==> config.mk <==
export PLATFORM = sky130hd
export DESIGN_NAME = sat_counter
export DESIGN_NICKNAME = d
export VERILOG_FILES = /design/src/rtl/sat_counter.sv
export SDC_FILE = /design/constraint.sdc
export NUM_CORES = 1
export LEC_CHECK = 0
export CAP_MARGIN = 40
export CORE_MARGIN = 3
export CORE_UTILIZATION = 50
export CTS_CLUSTER_SIZE = 30
export DETAILED_ROUTE_END_ITERATION = 6
export HOLD_SLACK_MARGIN = 0.02
export PLACE_DENSITY = 0.85
export SKIP_CTS_REPAIR_TIMING = 1
export SLEW_MARGIN = 25
export SYNTH_ARGS = -nofsm -noshare
export SYNTH_HDL_FRONTEND = slang
export SYNTH_SLANG_ARGS = --single-unit
==> constraint.sdc <==
create_clock -name clk -period 3.7 [get_ports clk]
set_clock_uncertainty 0.2 [all_clocks]
set_input_delay 0.925 -clock clk [delete_from_list [all_inputs] [get_ports clk]]
set_output_delay 0.925 -clock clk [all_outputs]
set_load 0.1 [all_outputs]
==> src/rtl/sat_counter.sv <==
// Saturating up-counter with synchronous clear taking priority over increment.
// One-cycle latency; holds at all-ones instead of wrapping.
module sat_counter #(
  parameter int unsigned W = 16
) (
  input  logic         clk,
  input  logic         reset,
  input  logic         i_inc,
  input  logic         i_clr,
  output logic [W-1:0] o_cnt
);

  logic [W-1:0] r_cnt;

  always_ff @(posedge clk or negedge reset) begin
    if (!reset) begin
      r_cnt <= '0;
    end else if (i_clr) begin
      r_cnt <= '0;
    end else if (i_inc && (r_cnt != {W{1'b1}})) begin
      r_cnt <= r_cnt + W'(1);
    end
  end

  assign o_cnt = r_cnt;

endmodule

==> results.md <==
• **result of the run** finished, final reports clean
• **Clk Tree Root Cell** sky130_fd_sc_hd__clkbuf_4
• **DP Area** 0.00110 mm^2
• **post-route clock period utilization** 69.6%
• **DRT Wirelength** 2.09 mm
• **launch instance of the worst min-delay path** o_cnt[14]$_DFFE_PN0P_
• **Slew Viols, Final** 0
• **Achievable Freq** 388 MHz
• **clock network fraction of design power** 30.3%
• **post-synthesis sequential area ratio** 42.5%
• **DIE HEIGHT** 49.4 um
• **count of synthesis-stage warnings from yosys** 0
• **min cycle time layout** 2.58 ns
• **VDD IR-drop max** 0.151 mV
• **fraction of power spent switching nets** 26.8%
• **final hold vios** 0
• **post-synthesis compound-gate area fraction** 16.2%
• **gate count after technology mapping** 98
• **Synth Area in Simple Gates** 31.2%
• **worst-case clock buffer depth** 2
• **Largest register FFs** 16
• **flop and latch count out of synthesis** 16
• **cell type with the largest total area after synthesis** sky130_fd_sc_hd__dfrtp_1
• **number of stages on the worst hold path** 2
• **worst flop-to-flop path endpoint** o_cnt[15]$_DFFE_PN0P_
• **measured slew at the worst slew-check pin** 0.846 ns
• **number of search-and-repair iterations in the first detailed-routing pass** 4
• **worst r2r src** o_cnt[0]$_DFFE_PN0P_
• **Iteration-0 DRC Markers** 21
• **Hold/Removal Path Class** register to register
• **relative contribution of sequential cells to total power** 58.9%
• **total I/O pin count** 20
• **Internal Dissipation** 222 uW
• **post-detailed-route wirelength per cell** 14.9 um
• **largest fanout on the critical path** 22
• **worst setup path category** input pin to register
• **destination of the worst hold path** o_cnt[14]$_DFFE_PN0P_
• **post-synthesis to final-layout area growth** 18.9%
• **initial core utilization** 54.0%
• **number of sinks handled by clock tree synthesis** 16
• **total number of vias** 860
• **critical path endpoint category** register
• **number of max-capacitance violations reported** 0
• **post-synth top area share** 42.5%
• **mean post-synth cell area** 9.61 um^2
• **total number of H-tree levels** 1
• **worst-skew pair later-pin latency** 0.29 ns
• **Row Count** 15
• **mapped cell area** 942 um^2
• **xor-xnor portion of the synthesized cell area** 0%
• **area share of fa/ha/maj cells after synthesis** 1.33%
• **placer's final routability congestion estimate** 0.817
• **share of cell area taken by muxes after synthesis** 4.78%
• **total nets after synthesis** 103
• **Net count, final** 122
• **Pleak** 0.000484 uW
• **total CTS buffers** 3
• **die area** 0.00244 mm^2
• **via count normalized by instance count** 6.14
• **setup total negative slack** 0 ns
• **clock-pin slew on the worst setup and hold paths** 0.09 ns
• **Worst R2R Setup Slack** 1.26 ns
• **main combinational cell family by area after synthesis** simple AND/OR/NAND/NOR gates
• **post-route design area** 0.00112 mm^2
• **drt drc** 0
• **share of post-route cells with drive strength above 1** 24.3%
• **kind of start point of the critical path** input pin
• **initial antenna violation count** 0
• **commonest cells after routing, fill and taps aside** sky130_fd_sc_hd__dfrtp_1 (16), sky130_fd_sc_hd__buf_4 (16), sky130_fd_sc_hd__a21oi_1 (11)
• **setup repair after global routing missed its margin** false
• **post-synth cell types** 28
• **power density over the cells** 271 mW/mm^2
• **Routed Antenna Nets** 0
• **required time at the endpoint of the critical path** 3.71 ns
• **wire length of the first global-routing pass** 3.69 mm
• **switching component of the power** 81.2 uW
• **diode count** 0
• **vias in the first global route** 804
• **pin count of the biggest net entering global routing** 23
• **launching instance or port of the critical path** i_inc
• **clock tree from TritonCTS** yes
• **endpoints failing setup** 0
• **die width** 49.4 um
• **GRT Overall Usage** 19.3%
• **I/O Buffers** 19
• **CORE AREA** 0.00175 mm^2
• **worst endpoint data arrival time** 2.58 ns
• **grt ovf** 0
• **remaining max-slew budget at the tightest pin** 43.2%
• **final hold slack** 0.407 ns
• **fraction of power consumed by combinational cells** 10.8%
• **number of cells on the worst reg-to-reg path** 5
• **HPWL after detailed placement** 1.44 mm
• **dominant cells by area after synthesis** sky130_fd_sc_hd__dfrtp_1 (42%), sky130_fd_sc_hd__a21oi_1 (5.8%), sky130_fd_sc_hd__o31ai_1 (5.6%), sky130_fd_sc_hd__mux2_1 (4.8%), sky130_fd_sc_hd__nand4_1 (4.0%)
[critical path: stages]
cell and delay (ns):
sky130_fd_sc_hd__clkdlybuf4s50_1 0.52, sky130_fd_sc_hd__inv_1 0.27, sky130_fd_sc_hd__or4_2 0.72, sky130_fd_sc_hd__a21oi_1 0.15
[power by group through the flow]
| stage | logic, uW | registers, uW | clock network, uW |
|---|---|---|---|
| CTS | 33.0 | 178 | 96.0 |
| finish | 32.7 | 178 | 91.9 |
| floorplan | 9.89 | 193 | 0 |
| detailed placement | 32.8 | 182 | 0 |
| global placement | 32.6 | 182 | 0 |
| global route | 35.5 | 179 | 107 |
[synth_stat cells]
cell type	count
sky130_fd_sc_hd__nand3_1	3
sky130_fd_sc_hd__o21ai_0	1
sky130_fd_sc_hd__a21oi_1	11
sky130_fd_sc_hd__mux2_1	4
sky130_fd_sc_hd__nor2_1	4
sky130_fd_sc_hd__nor3_1	1
sky130_fd_sc_hd__or3_2	1
sky130_fd_sc_hd__ha_1	1
sky130_fd_sc_hd__or4_1	5
sky130_fd_sc_hd__clkbuf_1	4
sky130_fd_sc_hd__o211ai_2	1
sky130_fd_sc_hd__or3_1	2
sky130_fd_sc_hd__nor4_4	1
sky130_fd_sc_hd__buf_6	1
sky130_fd_sc_hd__nor4_1	4
sky130_fd_sc_hd__nand4_1	6
sky130_fd_sc_hd__o21ai_1	3
sky130_fd_sc_hd__dfrtp_1	16
sky130_fd_sc_hd__o31ai_1	7
sky130_fd_sc_hd__and3_1	2
sky130_fd_sc_hd__or4_2	2
sky130_fd_sc_hd__a211oi_2	1
sky130_fd_sc_hd__nand3b_1	1
sky130_fd_sc_hd__nor2b_1	4
sky130_fd_sc_hd__and4_2	2
sky130_fd_sc_hd__inv_1	3
sky130_fd_sc_hd__nand4_2	1
sky130_fd_sc_hd__nand2_1	6
[metal layers]
layer	vias to the layer above	track usage [%]	share of wire, %
met4	0	11.1	2.0
met1	422	24.7	46
li1	420	-	-
met2	13	30.6	50
met3	5	3.06	2.4
met5	-	0	0
[how the worst max path moves through the flow]
stage / end / slack, ns / cells past startpoint
finish: o_cnt[3]$_DFFE_PN0P_ / 1.12 / 4
global placement: o_cnt[3]$_DFFE_PN0P_ / 0.89 / 4
CTS: o_cnt[3]$_DFFE_PN0P_ / 1.13 / 4
detailed placement: o_cnt[3]$_DFFE_PN0P_ / 0.82 / 4
global route: o_cnt[3]$_DFFE_PN0P_ / 1.04 / 4
floorplan: o_cnt[15]$_DFFE_PN0P_ / 1.02 / 5
[cells by family (layout without fill, tap and decap cells)]
family          after synthesis  in the layout
buf+inv                       8             25
simple gates                 45             45
flops                        16             16
mux                           4              4
fa+ha+maj                     1              1
compound gates               24             24
[stage by stage]
| stage | total power [uW] | setup WS (ns) | cells | util, % |
|---|---|---|---|---|
| global placement | 214 | 0.885 | 137 | 62.9 |
| detailed placement | 215 | 0.817 | 137 | 62.9 |
| global route | 321 | 1.04 | 140 | 64.2 |
| CTS | 307 | 1.13 | 140 | 64.2 |
| finish | 303 | 1.12 | 140 | 64.2 |
| floorplan | 203 | 1.02 | 98 | - |
[final cells by class]
class                      instances  area [um^2]
fill                             156          626
multi-input combinational         74          504
sequential                        16          400
timing repair buffer              19          150
tap                               25         31.3
clock buffer                       3         22.5
inverter                           3         11.3
Power figures use the tool's default switching activity.
